**config.mk**
```make
export PLATFORM = sky130hd
export DESIGN_NAME = heq_frame_sequencer
export DESIGN_NICKNAME = d
export VERILOG_FILES = /design/src/rtl/heq_pkg.sv /design/src/rtl/heq_buf_tracker.sv /design/src/rtl/heq_frame_sequencer.sv
export SDC_FILE = /design/constraint.sdc
export NUM_CORES = 1
export LEC_CHECK = 0
export BUFFER_PORTS_ARGS = -buffer_cell sky130_fd_sc_hd__buf_2
export CORE_MARGIN = 3
export CORE_UTILIZATION = 45
export CTS_CLUSTER_DIAMETER = 150
export DETAILED_ROUTE_END_ITERATION = 10
export PLACE_DENSITY = 0.71
export REMOVE_ABC_BUFFERS = 1
export SLEW_MARGIN = 0
export SYNTH_ARGS = -nofsm -noshare
export SYNTH_HDL_FRONTEND = slang
export SYNTH_SLANG_ARGS = --single-unit
```
**constraint.sdc**
```tcl
create_clock -name clock -period 3 [get_ports clock]
set_input_delay 0.6 -clock clock [delete_from_list [all_inputs] [get_ports clock]]
set_output_delay 0.6 -clock clock [all_outputs]
set_load 0.02 [all_outputs]
```
**src/rtl/heq_pkg.sv**
```systemverilog
// Shared state encodings and default widths for the histogram-equalisation frame sequencer.
package heq_pkg;

  localparam int HEQ_CNT_W    = 20;
  localparam int HEQ_FRAMES_W = 8;

  typedef enum logic {
    F_IDLE = 1'b0,
    F_RUN  = 1'b1
  } fe_state_t;

  typedef enum logic [1:0] {
    B_IDLE = 2'd0,
    B_CDF  = 2'd1,
    B_DIV  = 2'd2,
    B_OUT  = 2'd3
  } be_state_t;

endpackage

```
**src/rtl/heq_buf_tracker.sv**
```systemverilog
// Histogram buffer pool: in-order allocation and release pointers plus a registered free count.
module heq_buf_tracker #(
  parameter int NUM_BUFS = 2,
  parameter int OFS_W    = 1,
  parameter int CF_W     = $clog2(NUM_BUFS + 1)
) (
  input  logic             clock,
  input  logic             reset,
  input  logic             clr,
  input  logic             alloc,
  input  logic             rel,
  output logic [CF_W-1:0]  free_cnt,
  output logic [OFS_W-1:0] alloc_ptr,
  output logic [OFS_W-1:0] rel_ptr
);

  // NUM_BUFS is a power of two, so the pointers wrap naturally; a single buffer stays at 0.
  function automatic logic [OFS_W-1:0] ptr_inc(input logic [OFS_W-1:0] p);
    return (NUM_BUFS > 1) ? p + OFS_W'(1) : '0;
  endfunction

  always_ff @(posedge clock) begin
    if (reset || clr) begin
      free_cnt  <= CF_W'(NUM_BUFS);
      alloc_ptr <= '0;
      rel_ptr   <= '0;
    end else begin
      if (alloc) alloc_ptr <= ptr_inc(alloc_ptr);
      if (rel)   rel_ptr   <= ptr_inc(rel_ptr);
      case ({alloc, rel})
        2'b10:   free_cnt <= free_cnt - CF_W'(1);
        2'b01:   free_cnt <= free_cnt + CF_W'(1);
        default: ;
      endcase
    end
  end

endmodule

```
**src/rtl/heq_frame_sequencer.sv**
```systemverilog
// Sequences N frames through histogram, CDF and remap engines over a small buffer pool.
// Define HEQ_OVERLAP_EN to pipeline input of later frames under CDF/remap of earlier ones.
module heq_frame_sequencer
  import heq_pkg::*;
#(
  parameter int CNT_W        = HEQ_CNT_W,
  parameter int TOTAL_PIXELS = 262144,
  parameter int NUM_BUFS     = 2,
  parameter int OFS_W        = (NUM_BUFS > 1) ? $clog2(NUM_BUFS) : 1,
  parameter int FRAMES_W     = HEQ_FRAMES_W
) (
  input  logic                clock,
  input  logic                reset,
  input  logic                start,
  input  logic [FRAMES_W-1:0] num_frames,
  output logic                busy,
  output logic                done,
  output logic                input_start,
  input  logic                input_done,
  output logic [OFS_W-1:0]    input_base_offset,
  output logic                cdf_start,
  input  logic                cdf_done,
  input  logic                cdf_valid,
  input  logic [CNT_W-1:0]    cdf_min_in,
  output logic [OFS_W-1:0]    cdf_base_offset,
  output logic                output_start,
  input  logic                output_done,
  output logic [CNT_W-1:0]    cdf_min_out,
  output logic [CNT_W-1:0]    divisor,
  output logic [OFS_W-1:0]    output_base_offset,
  output logic                flat_frame
);

`ifdef HEQ_OVERLAP_EN
  localparam int BUFS_EFF = NUM_BUFS;
`else
  // A one-buffer pool serialises frames and pins every offset to 0.
  localparam int BUFS_EFF = 1;
`endif
  localparam int Q_W = $clog2(BUFS_EFF + 1);
  localparam logic [CNT_W-1:0] TOTAL = CNT_W'(TOTAL_PIXELS);

  fe_state_t f_state, f_next;
  be_state_t b_state, b_next;

  logic                busy_q, done_q, flat_q;
  logic                cdf_start_q, output_start_q;
  logic [FRAMES_W-1:0] n_q, in_cnt, frames_done;
  logic [Q_W-1:0]      q_cnt, free_cnt;
  logic [CNT_W-1:0]    cdf_min_q, div_q, cdf_min_eff, div_calc;
  logic [OFS_W-1:0]    alloc_ptr, rel_ptr;
  logic                start_acc, in_go, in_fin, cdf_take, cdf_fin, out_fin, last_frame, div_flat;

  assign start_acc  = start & ~busy_q;
  // in_cnt counts completed inputs, which equals frames issued while the front end is idle.
  assign in_go      = (f_state == F_IDLE) & busy_q & (in_cnt < n_q) & (free_cnt != '0);
  assign in_fin     = (f_state == F_RUN) & input_done;
  assign cdf_take   = (b_state == B_IDLE) & (q_cnt != '0);
  assign cdf_fin    = (b_state == B_CDF) & cdf_done;
  assign out_fin    = (b_state == B_OUT) & output_done;
  assign last_frame = out_fin & ((frames_done + FRAMES_W'(1)) == n_q);

  // A valid beat in the same cycle as done is the final one and must be used.
  assign cdf_min_eff = ((b_state == B_CDF) && cdf_valid) ? cdf_min_in : cdf_min_q;
  assign div_flat    = (cdf_min_eff >= TOTAL);
  assign div_calc    = div_flat ? CNT_W'(1) : (TOTAL - cdf_min_eff);

  heq_buf_tracker #(
    .NUM_BUFS (BUFS_EFF),
    .OFS_W    (OFS_W),
    .CF_W     (Q_W)
  ) u_buf (
    .clock     (clock),
    .reset     (reset),
    .clr       (start_acc),
    .alloc     (in_fin),
    .rel       (out_fin),
    .free_cnt  (free_cnt),
    .alloc_ptr (alloc_ptr),
    .rel_ptr   (rel_ptr)
  );

  always_ff @(posedge clock) begin
    if (reset) begin
      f_state <= F_IDLE;
      b_state <= B_IDLE;
    end else begin
      f_state <= f_next;
      b_state <= b_next;
    end
  end

  always_comb begin
    f_next = f_state;
    case (f_state)
      F_IDLE: if (in_go)      f_next = F_RUN;
      F_RUN:  if (input_done) f_next = F_IDLE;
      default:                f_next = F_IDLE;
    endcase
  end

  always_comb begin
    b_next = b_state;
    case (b_state)
      B_IDLE:  if (cdf_take)    b_next = B_CDF;
      B_CDF:   if (cdf_done)    b_next = B_DIV;
      B_DIV:                    b_next = B_OUT;
      B_OUT:   if (output_done) b_next = B_IDLE;
      default:                  b_next = B_IDLE;
    endcase
  end

  always_comb begin
    busy               = busy_q;
    done               = done_q;
    input_start        = in_go;
    cdf_start          = cdf_start_q;
    output_start       = output_start_q;
    input_base_offset  = busy_q ? alloc_ptr : '0;
    cdf_base_offset    = busy_q ? rel_ptr : '0;
    output_base_offset = busy_q ? rel_ptr : '0;
    cdf_min_out        = cdf_min_q;
    divisor            = div_q;
    flat_frame         = flat_q;
  end

  // Frames leave the ready queue in order, so a count suffices: its head is always rel_ptr.
  always_ff @(posedge clock) begin
    if (reset) begin
      busy_q         <= 1'b0;
      done_q         <= 1'b0;
      flat_q         <= 1'b0;
      cdf_start_q    <= 1'b0;
      output_start_q <= 1'b0;
      n_q            <= '0;
      in_cnt         <= '0;
      frames_done    <= '0;
      q_cnt          <= '0;
      cdf_min_q      <= '0;
      div_q          <= '0;
    end else begin
      done_q         <= 1'b0;
      cdf_start_q    <= cdf_take;
      output_start_q <= (b_state == B_DIV);
      if (start_acc) begin
        busy_q      <= (num_frames != '0);
        done_q      <= (num_frames == '0);
        n_q         <= num_frames;
        in_cnt      <= '0;
        frames_done <= '0;
      end
      if (in_fin)  in_cnt      <= in_cnt + FRAMES_W'(1);
      if (out_fin) frames_done <= frames_done + FRAMES_W'(1);
      if (last_frame) begin
        busy_q <= 1'b0;
        done_q <= 1'b1;
      end
      case ({in_fin, cdf_take})
        2'b10:   q_cnt <= q_cnt + Q_W'(1);
        2'b01:   q_cnt <= q_cnt - Q_W'(1);
        default: ;
      endcase
      if ((b_state == B_CDF) && cdf_valid) cdf_min_q <= cdf_min_in;
      if (cdf_fin) begin
        div_q <= div_calc;
        if (div_flat) flat_q <= 1'b1;
      end
    end
  end

endmodule

```
# After elaboration in Yosys (flattened, before gate mapping)
# Index checks and enable logic that the tools add are counted.
# totals
reg_bits	74
# op_classes
addsub	7
magnitude_cmp	2
eq_ne	11
mux	16
bitwise_logic	11
reduce_logical	12
# ops
cell	n
two-way mux 20 bit	2
two-way mux 8 bit	3
>= comparator 20 x 19 -> 1 bit (second input constant)	1
subtractor 19 x 20 -> 20 bit (first input constant)	1
adder 8 x 1 -> 8 bit (second input constant)	2
bitwise AND 1 bit	9
equality test 2 bit (second input constant)	4
equality test 8 bit	1
logical NOT 8 bit	1
< comparator 8 bit	1
one-hot mux 2 bit (4 select lines)	1
nonzero test 2 bit	4
nonzero test 8 bit	1
equality test 2 x 1 -> 1 bit (second input constant)	3
two-way mux 2 bit	3
inequality test 2 bit (second input constant)	3
one-hot mux 1 bit (2 select lines)	3
two-way mux 1 bit	4
AND reduction 3 bit	1
adder 1 bit (second input constant)	2
logical NOT 2 bit	1
inverter 1 bit	2
AND reduction 2 bit	1
OR reduction 2 bit	1
3 further kinds	4

# Depth between registers and ports, before layout
# Gate-level depths: netlist of the first run.
# depth
ltp_word	6
ltp_mapped	12
depth_no_buf	10

# By module
# A second synthesis of the first run with hierarchy kept.
# hier_totals
cells_unflattened	442
hier_area_um2	3777.4
# by_module_without_submodules
module	instances	cells_per_inst	area_per_inst_um2	seq_area_each_um2
heq_frame_sequencer	1	435	3708.6	1461.4
heq_buf_tracker	1	7	68.8	20.0

# Worst setup path before layout of the first run
# OpenSTA, ideal clock, no wires.
# synth_timing
path_kind	input to register
from	input cdf_valid
to	register div_q[16] (netlist: divisor[16])
setup_time_ns	0.119
arrival_ns	2.762
slack_ns	0.119
cell_stages	11
n_path_buf	3
path_cell_list	buf_4 nand2_2 buf_2 buf_1 a21boi_0 ha_1 o211ai_2 or4_4 nor3_2 xnor2_1 o21ai_1
# synth_between
elab_chain_len	4
word_cells_on_any_way	5
classes_between	1 x add/sub; 1 x order compare; 2 x mux; 1 x reduce/logical
# synth_lines
item	line	source
start, declared	heq_frame_sequencer.sv:23	input logic cdf_valid,
logical AND 1 bit *	heq_frame_sequencer.sv:64	assign cdf_min_eff = ((b_state == B_CDF) && cdf_valid) ? cdf_min_in : cdf_min_q;
two-way mux 20 bit *	--	
subtractor 19 x 20 -> 20 bit / >= comparator 20 x 19 -> 1 bit (equally long branches)	heq_frame_sequencer.sv:66, heq_frame_sequencer.sv:65	
two-way mux 20 bit *	heq_frame_sequencer.sv:66	assign div_calc = div_flat ? CNT_W'(1) : (TOTAL - cdf_min_eff);
end signal, assigned	heq_frame_sequencer.sv:165	div_q <= div_calc;
end, declared	heq_frame_sequencer.sv:50	logic [CNT_W-1:0] cdf_min_q, div_q, cdf_min_eff, div_calc;
# Mark *: on every way between the ends. The rest lies on a longest branch, timed or not.
# A chain may end at the register's enable or synchronous reset.

# Worst setup path after layout of the first run
# layout_timing
from	register in_cnt[4]
to	output input_start
# layout_between
elab_chain_len	3
# layout_lines
item	line	source
start, declared	heq_frame_sequencer.sv:48	logic [FRAMES_W-1:0] n_q, in_cnt, frames_done;
start signal, assigned	heq_frame_sequencer.sv:152	if (in_fin) in_cnt <= in_cnt + FRAMES_W'(1);
< comparator 8 bit	heq_frame_sequencer.sv:56	assign in_go = (f_state == F_IDLE) & busy_q & (in_cnt < n_q) & (free_cnt != '0);
bitwise AND 1 bit (2 in a row)	heq_frame_sequencer.sv:56	
end, declared	heq_frame_sequencer.sv:18	output logic input_start,
# Every way passes these cells.

==> reports/results.ini, run 1 <==
[run_status]
status=finished clean

[clocking]
cts_htree_levels=3
cts.clk_slew.worst_paths_ns=0.08
cts_tree=done
cts_setup_buffers=0
hold_buffers=0
cts_root_buf=clkbuf_8
clock_sinks=74
clock_latency_ns=0.35
cts_max_path_buffers=2
cts_buffers=9

[die]
die_x_um=97.6
start_util=0.476
die_area_um2=9530
pin_count=84
rows=32
die_h_um=97.6
core_area_um2=7930

[critical_path]
reg2reg_slack_ns=0.24
worstPathMaxFanout=6
regToRegEndpoint=divisor[16]
arrival_ns=2.23
crit_required_ns=2.40
crit_path_start_kind=flop
r2r_cells=9
critPathCaptureType=output port
crit_type=flop to output port
r2r_start=b_state[1]

[sta]
slew_headroom=0.628
finalCritPeriodShare=0.945
tightest_slew_ns=0.544
grt_setup_unrepaired=no
hold_violations=0
fin_worst_skew_ns=0.0114
timing.setup.tns_ns=0
fmax_mhz=353
finalSetupViolCount=0
fin_crit_ns=2.83
fin_ws_ns=0.166
slew_violations=0

[cells_and_area]
drive_above_1_share=0.217
fin_cells=631
n_antenna_cell=0
fillers=752
nets=575
area_delta_synth_final_pct=17.3

[yosys]
synth_common_cells=74 x dfxtp_1, 60 x nor2_1, 52 x nand2_1
yosys.area.top_type=dfxtp_1
syn_area_um2=3780
synthFlopType=dfxtp_1
yosysUniqueCellTypes=59
yosysWarnings=0
netlist_instances=449
synth_seq_area_share=0.392
ys_top_cells_by_area=dfxtp_1 39%, nor2_1 6.0%, nand2_1 5.2%, ha_1 5.0%, xnor2_1 4.4%
synth-seq-cells=74
synth.most_common_cell=dfxtp_1
synth_edf_count=0
synth_top_area_share=0.392
synthArstFlopShare=0
avgSynthCellArea_um2=8.41

[placement]
port_buffers=80
place_ws_ns=0.290
gp_congestion=0.919
dpl.hpwl_um=7110
dp_cells=616

[pwr]
p_total_mw=3.11
ir_worst_vdd_mv=0.432
power.leakage_nw=2.00
powerDensity_nw_per_um2=703

[global_routing]
first_global_vias=3325
grt_max_degree=52
antenna_found_initial=0
grt_pass1_wl_um=15600
globalRouteTotalUtil=0.196
grt_overflow=0

[drt]
ant_nets=0
num_vias=3455
dr.pass1.iters=4
wl_um=9450
vias_per_cell=5.48
drc=0
wl_per_cell_um=15.0
drt_iter0_drc=160

[hold_path]
hold_start=divisor[16]
worstHoldEndpoint=divisor[16]
hold_path_class=flop to flop
hold_depth=2

[run]
drv_cap=0

cell usage in the layout, fill, tap and decap left out, drive strengths merged, types with 2 or more instances in the layout:
master   n
mux2     2
nand2b   2
conb     3
clkbuf  10
clkinv   3
nand2   53
xor2    13
a211o    2
a21boi   4
a21oi   30
nand3   14
and2     4
a211oi  10
nor4     4
xnor2   19
mux2i   14
nand4    3
nor2    60
nor3     8
o21ai   24
nor2b    6
o221ai   3
ha      15
nor3b    6
and4bb   4
or3      5
a22oi    3
a21o     3
inv     16
o21ba    2
and3     3
buf     87
o21a     3
dfxtp   74
o22ai    2
where the power goes:
| group | internal [mW] | switching (mW) |
|---|---|---|
| Sequential | 1.07 | 0.0688 |
| Clock | 0.379 | 0.371 |
| Combinational | 0.522 | 0.704 |
| Total | 1.97 | 1.14 |
sequential cells by signal, indices dropped and copies added, names as in the netlist:
signal and flops:
b_state 2, busy 1, cdf_min_out 20, cdf_start 1
divisor 20, done 1, f_state 1, flat_frame 1
frames_done 8, in_cnt 8, n_q 8, output_start 1
q_cnt 1, u_buf.free_cnt 1
cell families (layout without fill, tap and decap cells):
| kind of cell | count (synthesis) | after routing | synth area share |
|---|---|---|---|
| AND/OR/NAND/NOR | 176 | 176 | 0.225 |
| AO/OA/AOI/OAI | 95 | 95 | 0.165 |
| flip-flops | 74 | 74 | 0.392 |
| buffers and inverters | 40 | 118 | 0.0487 |
| XOR/XNOR | 32 | 32 | 0.0742 |
| multiplexers | 16 | 16 | 0.0441 |
| adder cells (fa/ha/maj) | 15 | 15 | 0.0497 |
| other | 1 | 3 | 0.000993 |
final cells by class:
class / count / area (µm²) / area share
clock inverters: 5 / 56.3 / 0.0127
clock buffers: 10 / 128 / 0.0288
well taps: 102 / 128 / 0.0288
flip-flops and latches: 74 / 1480 / 0.335
repair buffers: 87 / 455 / 0.103
multi-input cells: 337 / 2120 / 0.478
inverters: 16 / 60.1 / 0.0136
timing repair:
action	in CTS	in global routing
setup endpoints to repair	0	1
resized for setup	0	2
hold endpoints to repair	0	0
critical path, stage by stage, from the launching register on:
cell and delay, ns:
dfxtp_1 0.42, ha_1 0.27, a21o_1 0.17, a21o_1 0.18, a211o_1 0.28, a211o_1 0.26
o21ai_1 0.12, buf_4 0.18
worst max path at each step:
stage,from,endpoint,slack [ns]
2_1_floorplan,b_state[1],divisor[16],-0.05
3_3_place_gp,cdf_valid,divisor[16],0.41
3_5_place_dp,b_state[1],divisor[16],0.29
4_1_cts,n_q[4],input_start,0.12
5_1_grt,b_state[1],divisor[16],0.02
6_report,in_cnt[4],input_start,0.17
per-layer routing:
metal | up-vias | share of wire | wire length [µm] | global-route usage
met5 | - | 0 | 0 | 0
met4 | 0 | 0.016 | 152 | 0.0628
met3 | 20 | 0.061 | 580 | 0.0337
met2 | 117 | 0.49 | 4630 | 0.339
met1 | 1609 | 0.43 | 4090 | 0.247
li1 | 1709 | - | - | -
stage by stage:
| stage | hold slack [ns] | cell area, µm² | util |
|---|---|---|---|
| final | 0.439 | 4430 | 0.559 |
| after global routing | 0.460 | 4430 | 0.559 |
| after CTS | 0.447 | 4420 | 0.558 |
| after detailed placement | 0.437 | 4240 | 0.535 |
| after global placement | 0.436 | 4240 | 0.535 |
| after floorplan | 0.410 | 3660 | - |
Note: power is estimated with default switching activity, not from simulation.
==> run 2: changes to the inputs <==
PLACE_DENSITY = 0.68   (was 0.71)
clock period = 3.7 ns   (was 3 ns; I/O delays follow)
==> reports/results.ini, run 2 (synthesized netlist as in run 1, its figures left out) <==
[placement]
gp_congestion=0.859
dpl.hpwl_um=6930
place_ws_ns=0.534
port_buffers=80

[clocking]
cts_root_buf=clkbuf_8
clock_sinks=74
cts_buffers=9
cts_setup_buffers=0
cts_htree_levels=3
cts.clk_slew.worst_paths_ns=0.07
cts_tree=done
hold_buffers=0
cts_resized=0
cts_max_path_buffers=2
clock_latency_ns=0.34

[critical_path]
crit_buf_inv=2
crit_path_start_kind=flop
critPathCaptureType=output port
cp_slowest_stage_delay_ns=0.38
slowest_stage=dfxtp_1
worstPathMaxFanout=3
cp_top_family=compound AO/OA/AOI/OAI gates
crit_required_ns=2.96
crit_chain=inv_1 > ha_1 > a21o_1 > a21o_1 > a211o_1 > a211o_1 > o21ai_1 > buf_2
arrival_ns=2.29
reg2reg_slack_ns=0.91
crit_type=flop to output port

[cells_and_area]
drive_above_1_share=0.210
mostFrequentLayoutCell=buf_2
n_antenna_cell=0
area_delta_synth_final_pct=16.2
layout_common_cells=80 x buf_2, 74 x dfxtp_1, 60 x nor2_1
nets=573

[die]
start_util=0.476
die_h_um=97.6
die_x_um=97.6
core_area_um2=7930
rows=32
die_area_um2=9530
pin_count=84

[drt]
wl_um=9220
num_vias=3393
vias_per_cell=5.39
ant_nets=0
drt_iter0_drc=90
dr.pass1.iters=4
drc=0
wl_per_cell_um=14.6

[sta]
fin_worst_skew_ns=0.00817
fmax_mhz=330
timing.setup.tns_ns=0
grt_setup_unrepaired=no
fin_crit_ns=3.03
slew_headroom=0.622
finalCritPeriodShare=0.819
slew_violations=0
hold_violations=0
tightest_slew_ns=0.567
finalSetupViolCount=0
fin_ws_ns=0.671

[global_routing]
grt_max_degree=38
grt_overflow=0
first_global_vias=3318
antenna_found_initial=0
grt_pass1_wl_um=15700
globalRouteTotalUtil=0.199

[pwr]
p_total_mw=2.45
powerDensity_nw_per_um2=558
ir_worst_vdd_mv=0.253
power.leakage_nw=1.98

[run_status]
status=finished clean

[run]
drv_cap=0

[hold_path]
hold_path_class=flop to flop

-- run 2: changes by cell type in the layout (fill, tap and decap cells not counted), sizes merged --
cell,change
buf,-2
clkinvlp,-1
clkbuf,+3
bufinv,-1
-- run 2: per-layer routing --
metal,vias to the layer above,share of wire,GRT usage
li1,1701,-,-
met1,1580,0.44,0.243
met2,97,0.49,0.343
met3,15,0.050,0.0416
met4,0,0.020,0.0777
met5,-,0,0
-- run 2: area by class of cell --
class	count	area (µm²)
tap	102	128
multi-input combinational	337	2120
clock buffer	13	149
timing repair buffer	85	438
inverter	16	60.1
sequential	74	1480
fill	784	3540
clock inverter	3	15.0
-- run 2: worst reg2reg max path, cell delays in order (launching register included) --
cell,delay (ns)
dfxtp_1,0.38
inv_1,0.09
ha_1,0.21
nand2_2,0.30
mux2i_1,0.33
ha_1,0.25
o211ai_2,0.16
or4_4,0.53
nor3_2,0.20
xnor2_1,0.13
o21ai_1,0.07
-- run 2: stage by stage --
stage / util / instance area, µm² / cells / hold WS [ns]
2_1_floorplan: - / 3660 / 427 / 0.410
6_report: 0.554 / 4390 / 630 / 0.449
5_1_grt: 0.554 / 4390 / 630 / 0.459
4_1_cts: 0.554 / 4390 / 630 / 0.455
3_3_place_gp: 0.533 / 4230 / 614 / 0.436
3_5_place_dp: 0.533 / 4230 / 614 / 0.439
-- run 2: path summary, 6_finish.rpt --
check,from,to,depth (start not counted)
max reg2reg,b_state[1],divisor[16],10
min,q_cnt,cdf_start,2
max,n_q[4],input_start,8
min reg2reg,q_cnt,cdf_start,2
-- run 2: power by group --
part | switching [mW] | internal (mW) | total [mW] | leakage (nW)
clock | 0.288 | 0.260 | 0.547 | 0.0872
sequential | 0.0568 | 0.867 | 0.924 | 0.600
combinational | 0.566 | 0.412 | 0.979 | 1.29
